==> config.mk <==
export PLATFORM = sky130hd
export DESIGN_NAME = mux2_stream_arbiter
export DESIGN_NICKNAME = d
export VERILOG_FILES = /design/src/rtl/mux2_stream_arbiter.sv
export SDC_FILE = /design/constraint.sdc
export NUM_CORES = 1
export LEC_CHECK = 0
export CORE_ASPECT_RATIO = 0.9
export CORE_MARGIN = 10
export CORE_UTILIZATION = 23
export DETAILED_ROUTE_END_ITERATION = 8
export PLACE_DENSITY = 0.53
export SLEW_MARGIN = 25
export SYNTH_ARGS = -nofsm -noshare
export SYNTH_HDL_FRONTEND = slang
export SYNTH_SLANG_ARGS = --single-unit
==> constraint.sdc <==
create_clock -name clk_i -period 1.6 [get_ports clk_i]
set_input_delay 0.24 -clock clk_i [delete_from_list [all_inputs] [get_ports clk_i]]
set_output_delay 0.24 -clock clk_i [all_outputs]
set_load 0.1 [all_outputs]
==> src/rtl/mux2_stream_arbiter.sv <==
// Two-input valid/ready stream mux with a registered output stage and a
// round-robin select that lets one input hold the grant for up to MAX_BURST words.
`timescale 1ns/1ps

module mux2_stream_arbiter #(
    parameter int unsigned WIDTH     = 8,
    parameter int unsigned MAX_BURST = 4
) (
    input  logic             clk_i,
    input  logic             rst_ni,
    input  logic             d0_valid_i,
    input  logic [WIDTH-1:0] d0_data_i,
    output logic             d0_ready_o,
    input  logic             d1_valid_i,
    input  logic [WIDTH-1:0] d1_data_i,
    output logic             d1_ready_o,
    output logic             y_valid_o,
    output logic [WIDTH-1:0] y_data_o,
    input  logic             y_ready_i,
    output logic             s_o
);

    localparam int unsigned CntW = $clog2(MAX_BURST + 1);
    localparam logic [CntW-1:0] CntLast = CntW'(MAX_BURST - 1);

    typedef enum logic [1:0] {
        IDLE   = 2'd0,
        GRANT0 = 2'd1,
        GRANT1 = 2'd2
    } state_e;

    state_e             state_q, state_d;
    logic [CntW-1:0]    burst_cnt_q, burst_cnt_d;
    logic               last_served_q, last_served_d;
    logic               y_valid_q, y_valid_d;
    logic [WIDTH-1:0]   y_data_q, y_data_d;

    logic               space;
    logic               granted;
    logic               grant_sel;
    logic               grant_valid;
    logic               other_valid;
    logic               xfer;

    // The output register has room when it is empty or being drained this cycle.
    always_comb begin
        space       = !y_valid_q || y_ready_i;
        granted     = (state_q == GRANT0) || (state_q == GRANT1);
        grant_sel   = (state_q == GRANT1);
        grant_valid = grant_sel ? d1_valid_i : d0_valid_i;
        other_valid = grant_sel ? d0_valid_i : d1_valid_i;
        xfer        = granted && grant_valid && space;
    end

    assign d0_ready_o = (state_q == GRANT0) && space;
    assign d1_ready_o = (state_q == GRANT1) && space;
    assign s_o        = grant_sel;
    assign y_valid_o  = y_valid_q;
    assign y_data_o   = y_data_q;

    always_comb begin
        state_d       = state_q;
        burst_cnt_d   = burst_cnt_q;
        last_served_d = last_served_q;

        unique case (state_q)
            IDLE: begin
                burst_cnt_d = '0;
                if (d0_valid_i && d1_valid_i) begin
                    state_d = last_served_q ? GRANT0 : GRANT1;
                end else if (d0_valid_i) begin
                    state_d = GRANT0;
                end else if (d1_valid_i) begin
                    state_d = GRANT1;
                end
            end

            GRANT0, GRANT1: begin
                if (xfer) begin
                    last_served_d = grant_sel;
                    // A full burst either hands over or, with no contender, restarts the count.
                    if (burst_cnt_q == CntLast) begin
                        burst_cnt_d = '0;
                        if (other_valid) begin
                            state_d = grant_sel ? GRANT0 : GRANT1;
                        end
                    end else begin
                        burst_cnt_d = burst_cnt_q + CntW'(1);
                    end
                end else if (!grant_valid) begin
                    burst_cnt_d = '0;
                    if (other_valid) begin
                        state_d = grant_sel ? GRANT0 : GRANT1;
                    end else begin
                        state_d = IDLE;
                    end
                end
            end

            default: begin
                state_d     = IDLE;
                burst_cnt_d = '0;
            end
        endcase
    end

    always_comb begin
        y_valid_d = y_valid_q;
        y_data_d  = y_data_q;
        if (xfer) begin
            y_valid_d = 1'b1;
            y_data_d  = grant_sel ? d1_data_i : d0_data_i;
        end else if (y_ready_i) begin
            y_valid_d = 1'b0;
        end
    end

    always_ff @(posedge clk_i or negedge rst_ni) begin
        if (!rst_ni) begin
            state_q       <= IDLE;
            burst_cnt_q   <= '0;
            last_served_q <= 1'b1;
            y_valid_q     <= 1'b0;
            y_data_q      <= '0;
        end else begin
            state_q       <= state_d;
            burst_cnt_q   <= burst_cnt_d;
            last_served_q <= last_served_d;
            y_valid_q     <= y_valid_d;
            y_data_q      <= y_data_d;
        end
    end

endmodule

==> metrics.yaml <==
synth.distinct_cells: 24
insertion_delay_ns: 0.24
synth_nets: 113
cp.arrival_ns: 1.77
synth_area_um2: 863
syn_inst: 86
drc: 0
die_y_um: 78.1
routed_wl_um: 2480
num_vias: 762
fin_nets: 158
numCtsBuffers: 3
yosys_warnings: 0
track_usage_pct: 7.34
crit_chain: "ha_4 -> mux2i_2 -> o311ai_4 -> o311ai_2 -> a2bb2oi_2"
dr.first_iter.drc_count: 39
cts_hold_buf: 0
ios: 33
status: "finished with violations"
clock-sinks: 15
cp-end-kind: "flip-flop"
hold_path.class: "in2async"
critPathMaxStageDelay_ns: 0.46
clock_skew_ns: 0.00101
syn2layout_area_growth_pct: 87.8
crit_type: "reg2reg"
fp.dieArea_um2: 6610
clk_pin_slew_ns: 0.06
final_layout_size_suffix_gt1_share_pct: 36.9
viasPerCell: 4.33
maxSlewViolCount: 0
period_share_pct: 103
r2r_setup_slack_ns: -0.05
synth-seq-cells: 15
setup_slack_ns: -0.0468
setup_viol: 3
die_x_um: 84.6
core-area_um2: 3680
finalCriticalPeriod_ns: 1.65
violations: "negative setup slack"
dp_hpwl_um: 1830
routedWlPerCell_um: 14.1
dr.pass1.iters: 4
start_util_pct: 23.5
diodes: 0
grt_overflow: 0
place.port_buffers: 32
slew_headroom_pct: 78.5
rsz0062_at_grt: "true"
syn_avg_cell_area_um2: 10.0
tns_ns: -0.0776
worstSetupStartpointType: "flip-flop"
grt_pass1_wl_um: 4100
place_ws_ns: -0.0775
synth-seq-area-share_pct: 43.6
antenna_left: 0
place_congestion: 0.832
crit_fanout: 4
crit_path_top_delay_cell: "dfrtp_2"
cts_tree: "yes"
final_hold_viol_count: 0
max_cap_viol_count: 0
fmax_mhz: 607
worst-slew-pin-transition_ns: 0.320
grt_pass1_vias: 847
grt_max_degree: 17
h-tree-depth: 1
cts.path.max_buffers: 2
fp-row-count: 21
antenna_found_initial: 0
required_ns: 1.73
cts_root_buf: "clkbuf_8"
## worst max-delay path, delay by kind of cell, from the launching register on
kind | cells | cell delay, ns
DFF | 1 | 0.46
AOI/OAI and AO/OA | 3 | 0.71
adders and majority gates | 1 | 0.20
muxes | 1 | 0.17
## per-layer routing
| metal | vias up | share of wire (%) | global-route usage, % |
|---|---|---|---|
| met4 | 0 | 0 | 1.48 |
| met5 | - | 0 | 0 |
| met3 | 0 | 13 | 5.26 |
| li1 | 390 | - | - |
| met1 | 343 | 42 | 8.76 |
| met2 | 29 | 45 | 10.5 |
## metrics by stage
| stage | cell area [um2] | util (%) | hold WS, ns | instances |
|---|---|---|---|---|
| 2_1_floorplan | 881 | - | -0.0556 | 86 |
| 3_3_place_gp | 1410 | 38.4 | 0.505 | 168 |
| 3_5_place_dp | 1410 | 38.4 | 0.505 | 168 |
| 4_1_cts | 1500 | 40.7 | 0.314 | 175 |
| 5_1_grt | 1620 | 44.1 | 0.356 | 176 |
| 6_report | 1620 | 44.1 | 0.309 | 176 |
## final timing paths
check,startpoint,endpoint,depth (start not counted)
max,state_q[1],state_q[0],5
min,rst_ni,y_data_o[6],2
max reg2reg,state_q[1],state_q[0],5
min reg2reg,burst_cnt_q[2],burst_cnt_q[2],2
max in group asynchronous,rst_ni,last_served_q,2
min in group clk_i,burst_cnt_q[2],burst_cnt_q[2],2
## logic make-up (layout without fill, tap and decap cells)
family          count (synthesis)  count (layout)  synth area share (%)
compound gates                 18              18                  14.2
fa+ha+maj                       6               6                  8.70
buf+inv                         4              48                  2.03
flops                          15              15                  43.6
mux                            11              11                  13.5
simple gates                   32              32                  18.0
## layout make-up
| class | instances | area (um2) |
|---|---|---|
| Clock buffer | 4 | 45.0 |
| Inverter | 2 | 7.51 |
| Tap cell | 46 | 57.6 |
| Fill cell | 340 | 2060 |
| Timing Repair Buffer | 42 | 561 |
| Multi-Input combinational cell | 67 | 572 |
| Sequential cell | 15 | 379 |
## flip-flops by register name, summed over array words and instances, names as in the netlist
| signal | count |
|---|---|
| y_data_o | 8 |
| burst_cnt_q | 3 |
| state_q | 2 |
| last_served_q | 1 |
| y_valid_o | 1 |
## cells in the mapped netlist
cell       number  share of area, %
a211oi_1        1              0.87
a21oi_1         1              0.58
a22oi_1         2               1.7
a2bb2oi_1       2               2.0
and2_1          2               1.4
buf_2           2               1.2
dfrtp_1        14                41
dfstp_2         1               3.0
ha_1            6               8.7
inv_1           2              0.87
mux2_2          1               1.3
mux2_4          1               1.7
mux2i_1         9                10
nand2_1        15               6.5
nand2b_1        3               2.2
nand3_2         1               1.2
nor2_1          4               1.7
nor2b_1         5               3.6
nor3_1          1              0.58
o21ai_0         9               5.2
o311ai_1        1               1.0
o311ai_2        1               1.9
o31ai_1         1              0.87
or2_2           1              0.73
## cell usage in the layout, fill, tap and decap left out, types with 2 or more instances in the layout
cell type        instances
dfrtp_2                  2
buf_4                    5
inv_2                    2
clkbuf_8                 3
buf_6                    2
a2bb2oi_2                2
and2_4                   2
dfrtp_1                 12
nand2b_1                 2
nand2_1                 15
o21ai_0                  8
clkdlybuf4s50_1         20
ha_1                     2
nor2b_1                  5
ha_4                     3
mux2_4                   2
buf_12                  13
mux2i_1                  8
nor2_1                   4
## what timing repair did
item,4_1_cts,5_1_grt
endpoints found under the hold margin,0,0
setup buffers,3,1
gates resized for setup,6,20
setup endpoints to repair,3,13
pin swaps,0,5
cloned,0,1
Power is left out: the tool's default activity adds up to more than one toggle a clock period on the data nets, which glitch-free logic cannot reach.
==> RTL change 1: new RTL, config.mk and constraints unchanged <==
Take the reset off `y_data_q` and load it in a clocked block of its own.
--- a/src/rtl/mux2_stream_arbiter.sv
+++ b/src/rtl/mux2_stream_arbiter.sv
@@ -123,3 +123,2 @@
             y_valid_q     <= 1'b0;
-            y_data_q      <= '0;
         end else begin
@@ -129,4 +128,7 @@
             y_valid_q     <= y_valid_d;
-            y_data_q      <= y_data_d;
         end
+    end
+
+    always_ff @(posedge clk_i) begin
+        y_data_q <= y_data_d;
     end
Behaviour: differs if rst_ni is asserted again (counterexample within 4 cycles, from zero or initial values and one cycle with rst_ni low); with rst_ni held inactive, the same outputs for 10 cycles.
==> RTL change 1 against the unedited design <==
- the run still ends with setup timing left
- area after synthesis down 0.43%
- synthesized cell count down 19%
- setup slack worse by 0.021 ns
- sequential cell count unchanged
- via count down 7.3%
- wire length up 0.44%
- cell area up 1.9%
==> RTL change 1: results (changes against the unedited design) <==
* Outcome: finished, violations left (unchanged)
* Violated checks: setup timing (unchanged)
* Critical path fanouts, max at 2 (was 4)
* Vias in the first global route at 807 (was 847)
* First-pass GRT wire length at 4.077 mm (was 4.098 mm)
* Mux cell area share after synthesis at 0.1601 (was 0.1348)
* Reg-to-reg slack, setup at -0.07 ns (was -0.05 ns)
* GRT met3 Usage at 0.03132 (was 0.05263)
* Worst path max stage delay at 0.37 ns (was 0.46 ns)
* Dpl cells at 155 (was 168)
* Total Wirelength at 2.493 mm (was 2.482 mm)
* Place WS at -0.1621 ns (was -0.07751 ns)
* WHS at 0.2558 ns (was 0.3095 ns)
* EDFF count, synth at 8 (was 0)
* GR Util met2 at 0.1406 (was 0.1048)
* DR iter-0 viols at 23 (was 39)
* TNS Setup at -0.1508 ns (was -0.07761 ns)
* Largest net degree at the start of global routing at 10 (was 17)
* Met1 Routed Length at 1.016 mm (was 1.054 mm)
* Final worst slack at -0.06779 ns (was -0.04676 ns)
* Async S/R FF share, synth at 0.4667 (was 1.000)
* CP delay by family, top: multiplexers (was compound AO/OA/AOI/OAI gates)
* Post-DP HPWL at 1.928 mm (was 1.829 mm)
* Worst path arrival time at 1.81 ns (was 1.77 ns)
* Fillcell total at 313 (was 340)
* Share of layout cells above drive strength 1 at 0.4958 (was 0.3692)
* Cell count after synthesis at 70 (was 86)
* Area post-placement at 0.001494 mm^2 (was 0.001414 mm^2)
* Largest cells by area after synthesis: edfxtp_1, dfrtp_1, mux2_2, ha_1, nor2b_1 (was dfrtp_1, mux2i_1, ha_1, nand2_1, o21ai_0)
* Adder-cell share of the synthesized area at 0.08734 (was 0.08696)
* GR Layer Usage met1 at 0.08066 (was 0.08757)
* Routed length per instance at 15.29 um (was 14.10 um)
* Synth unique cells at 27 (was 24)
* Sequential share of the synthesized area at 0.4847 (was 0.4362)
* Compound-cell area share of the yosys netlist at 0.09898 (was 0.1420)
* Setup violators final at 3 (unchanged)
* Critical Path Slowest Stage Cell: dfrtp_1 (was dfrtp_2)
* Commonest cells in the netlist: mux2_2, edfxtp_1, dfrtp_1, ha_1 (was nand2_1, dfrtp_1, mux2i_1, o21ai_0, ha_1)
* Met2 wire len at 1.351 mm (was 1.113 mm)
* Gr usage total at 0.07702 (was 0.07344)
* DR vias at 706 (was 762)
* DRT Pass-1 Iters at 2 (was 4)
* Syn nets at 97 (was 113)
* Placer congestion estimate at 0.8541 (was 0.8315)
* Worst Tran Pin Value at 0.3423 ns (was 0.3199 ns)
* Met3 wire len at 114 um (was 314 um)
* Layout Skew at 0.006741 ns (was 0.001009 ns)
* Multi-input gate area at 513.0 um^2 (was 571.8 um^2)
* Top Layer Used: met4 (was met3)
* Nets@finish at 147 (was 158)
RTL change 1: changes by cell type after synthesis, moves of 2 or more:
cell / before / now
edfxtp_1: 0 / 8
mux2_2: 1 / 10
nand2_1: 15 / 4
nand3b_1: 0 / 2
mux2i_1: 9 / 1
dfrtp_1: 14 / 6
o21ai_0: 9 / 1
RTL change 1: cell type report:
class                   count  area share
clock buffers               3     0.02498
clock inverters             1    0.003028
inverters                   2    0.004542
multi-input cells          51      0.3104
flip-flops and latches     15      0.2551
well taps                  44     0.03331
repair buffers             47      0.3687
RTL change 1: path summary, 6_finish.rpt:
path | from | end | depth (start not counted)
setup / recovery | state_q[0] | state_q[0] | 7
hold / removal | rst_ni | burst_cnt_q[0] | 1
setup reg to reg | state_q[0] | state_q[0] | 7
hold reg to reg | burst_cnt_q[2] | burst_cnt_q[2] | 2
max in group asynchronous | rst_ni | last_served_q | 1
min in group clk_i | burst_cnt_q[2] | burst_cnt_q[2] | 2
RTL change 1: what timing repair did:
item / CTS / global route
buffers inserted: 3 / 1
gates resized for setup: 12 / 11
endpoints found under the setup margin: 15 / 21
RTL change 1: power by group through the flow:
| stage | sequential [W] | combinational (W) | clock (W) |
|---|---|---|---|
| 6_report | 0.000741 | 0.00288 | 0.000305 |
| 5_1_grt | 0.000758 | 0.00302 | 0.000339 |
| 4_1_cts | 0.000744 | 0.00278 | 0.000316 |
| 3_5_place_dp | 0.000744 | 0.00259 | 0 |
| 3_3_place_gp | 0.000738 | 0.00257 | 0 |
| 2_1_floorplan | 0.00130 | 0.00104 | 0 |
RTL change 1: logic make-up (layout without fill, tap and decap cells):
logic type	after synthesis	after routing
buffers and inverters	4	53
flip-flops	15	15
multiplexers	12	12
adder cells (fa/ha/maj)	6	6
AND/OR/NAND/NOR	24	24
AO/OA/AOI/OAI	9	9
==> RTL change 2: new RTL, same settings <==
Without the edit above. The parameter `MAX_BURST` goes from 4 to 2.
--- a/src/rtl/mux2_stream_arbiter.sv
+++ b/src/rtl/mux2_stream_arbiter.sv
@@ -6,3 +6,3 @@
     parameter int unsigned WIDTH     = 8,
-    parameter int unsigned MAX_BURST = 4
+    parameter int unsigned MAX_BURST = 2
 ) (
Check against the original RTL: not equivalent (a bounded check fails within 4 cycles, from zero or initial values and one cycle with rst_ni low).
==> RTL change 2 against the unedited design <==
- wire length is 12% lower
- final cell count fell by 3.4%
- sequential cell count down 1
- cell area fell by 7.8%
- register-to-register slack gained 0.08 ns
- area after synthesis shrank 6.2%
- setup slack improved by 0.069 ns
- clock skew increased by 0.0028 ns
- global-route usage shrank 0.46 points
- sequential share of layout area increased by 0.30 points
Power is not shown: default switching activity piles up to over one toggle a cycle in this logic, so the estimate is an artifact.
==> RTL change 2: results (changes against the unedited design) <==
* Outcome: complete, no violations (was finished, violations left)
* Syn nets at 106 (was 113)
* Initial antenna violation count at 0 (unchanged)
* Nets@finish at 153 (was 158)
* Largest cells by area after synthesis: dfrtp_1, mux2i_1, ha_1, nand2_1, o21ai_1 (was dfrtp_1, mux2i_1, ha_1, nand2_1, o21ai_0)
* Place WS at -0.05271 ns (was -0.07751 ns)
* Number of port buffers at 32 (unchanged)
* DR iter-0 viols at 54 (was 39)
* Share of layout cells above drive strength 1 at 0.3254 (was 0.3692)
* Worst rel slew slack at 0.7767 (was 0.7849)
* Synth unique cells at 25 (was 24)
* DR vias at 732 (was 762)
* Worst path arrival time at 1.34 ns (was 1.77 ns)
* Max reg flops at 8 (unchanged)
* Post-DP HPWL at 1.764 mm (was 1.829 mm)
* Placer congestion estimate at 0.8978 (was 0.8315)
* EDFF count, synth at 0 (unchanged)
* Largest net degree at the start of global routing at 17 (unchanged)
* N_diodes at 0 (unchanged)
* Worst path max stage delay at 0.44 ns (was 0.46 ns)
* Gr usage total at 0.06885 (was 0.07344)
* First-pass GRT wire length at 3.532 mm (was 4.098 mm)
* Critical Path Slowest Stage Cell: dfrtp_2 (unchanged)
* Vias in the first global route at 752 (was 847)
* Commonest cells in the netlist: dfrtp_1, nand2_1, mux2i_1, o21ai_1 (was nand2_1, dfrtp_1, mux2i_1, o21ai_0, ha_1)
* CP delay by family, top: flip-flops (was compound AO/OA/AOI/OAI gates)
* Depth of the CTS H-tree at 1 (unchanged)
* Sequential share of the synthesized area at 0.4343 (was 0.4362)
* Routed length per instance at 12.85 um (was 14.10 um)
* Critical R2R Launch: state_q[0] (was state_q[1])
* Layout Skew at 0.003761 ns (was 0.001009 ns)
==> RTL change 2: cell families after synthesis <==
family | after synthesis | synth area share
AOI/OAI and AO/OA | 18 | 0.1499
and+or+nand+nor | 25 | 0.1592
adders and majority gates | 5 | 0.07728
muxes | 11 | 0.1437
buffers and inverters | 7 | 0.03555
DFF | 14 | 0.4343
==> RTL change 2: through the flow <==
| stage | setup TNS [ns] | std cells | cell area [um^2] |
|---|---|---|---|
| finish | 0 | 170 | 1495 |
| global route | -0.1273 | 170 | 1495 |
| CTS | -0.03374 | 166 | 1449 |
| detailed placement | -0.05271 | 162 | 1378 |
| global placement | -0.01150 | 162 | 1378 |
| floorplan | -0.007613 | 80 | 842.1 |
==> RTL change 2: worst paths after layout <==
check	end	slack [ns]	depth (start not counted)
max reg2reg	state_q[0]	0.03	6
min	y_data_o[6]	0.31	2
max in group asynchronous	last_served_q	1.05	2
min reg2reg	burst_cnt_q[1]	0.50	2
max	d0_ready_o	0.02	4
min in group clk_i	burst_cnt_q[1]	0.50	2
==> RTL change 2: layout make-up <==
class | instances | area, um^2
Sequential cell | 14 | 354.1
Clock buffer | 4 | 55.05
Timing Repair Buffer | 44 | 546.8
Tap cell | 44 | 55.05
Multi-Input combinational cell | 59 | 465.4
Inverter | 5 | 18.77
Fill cell | 343 | 1883
==> RTL change 2: metal layers <==
metal / routed length [um] / global-route usage
met1: 1003 / 0.08696
met2: 973 / 0.1011
met3: 197 / 0.03066
met4: 11 / 0.02174
met5: 0 / 0
==> RTL change 2: what timing repair did <==
action                     CTS  global route
setup endpoints to repair    2            12
pin swaps                    0             1
setup buffers                0             4
gates cloned                 0             0
hold buffers                 0             0
gates resized for setup      5             3
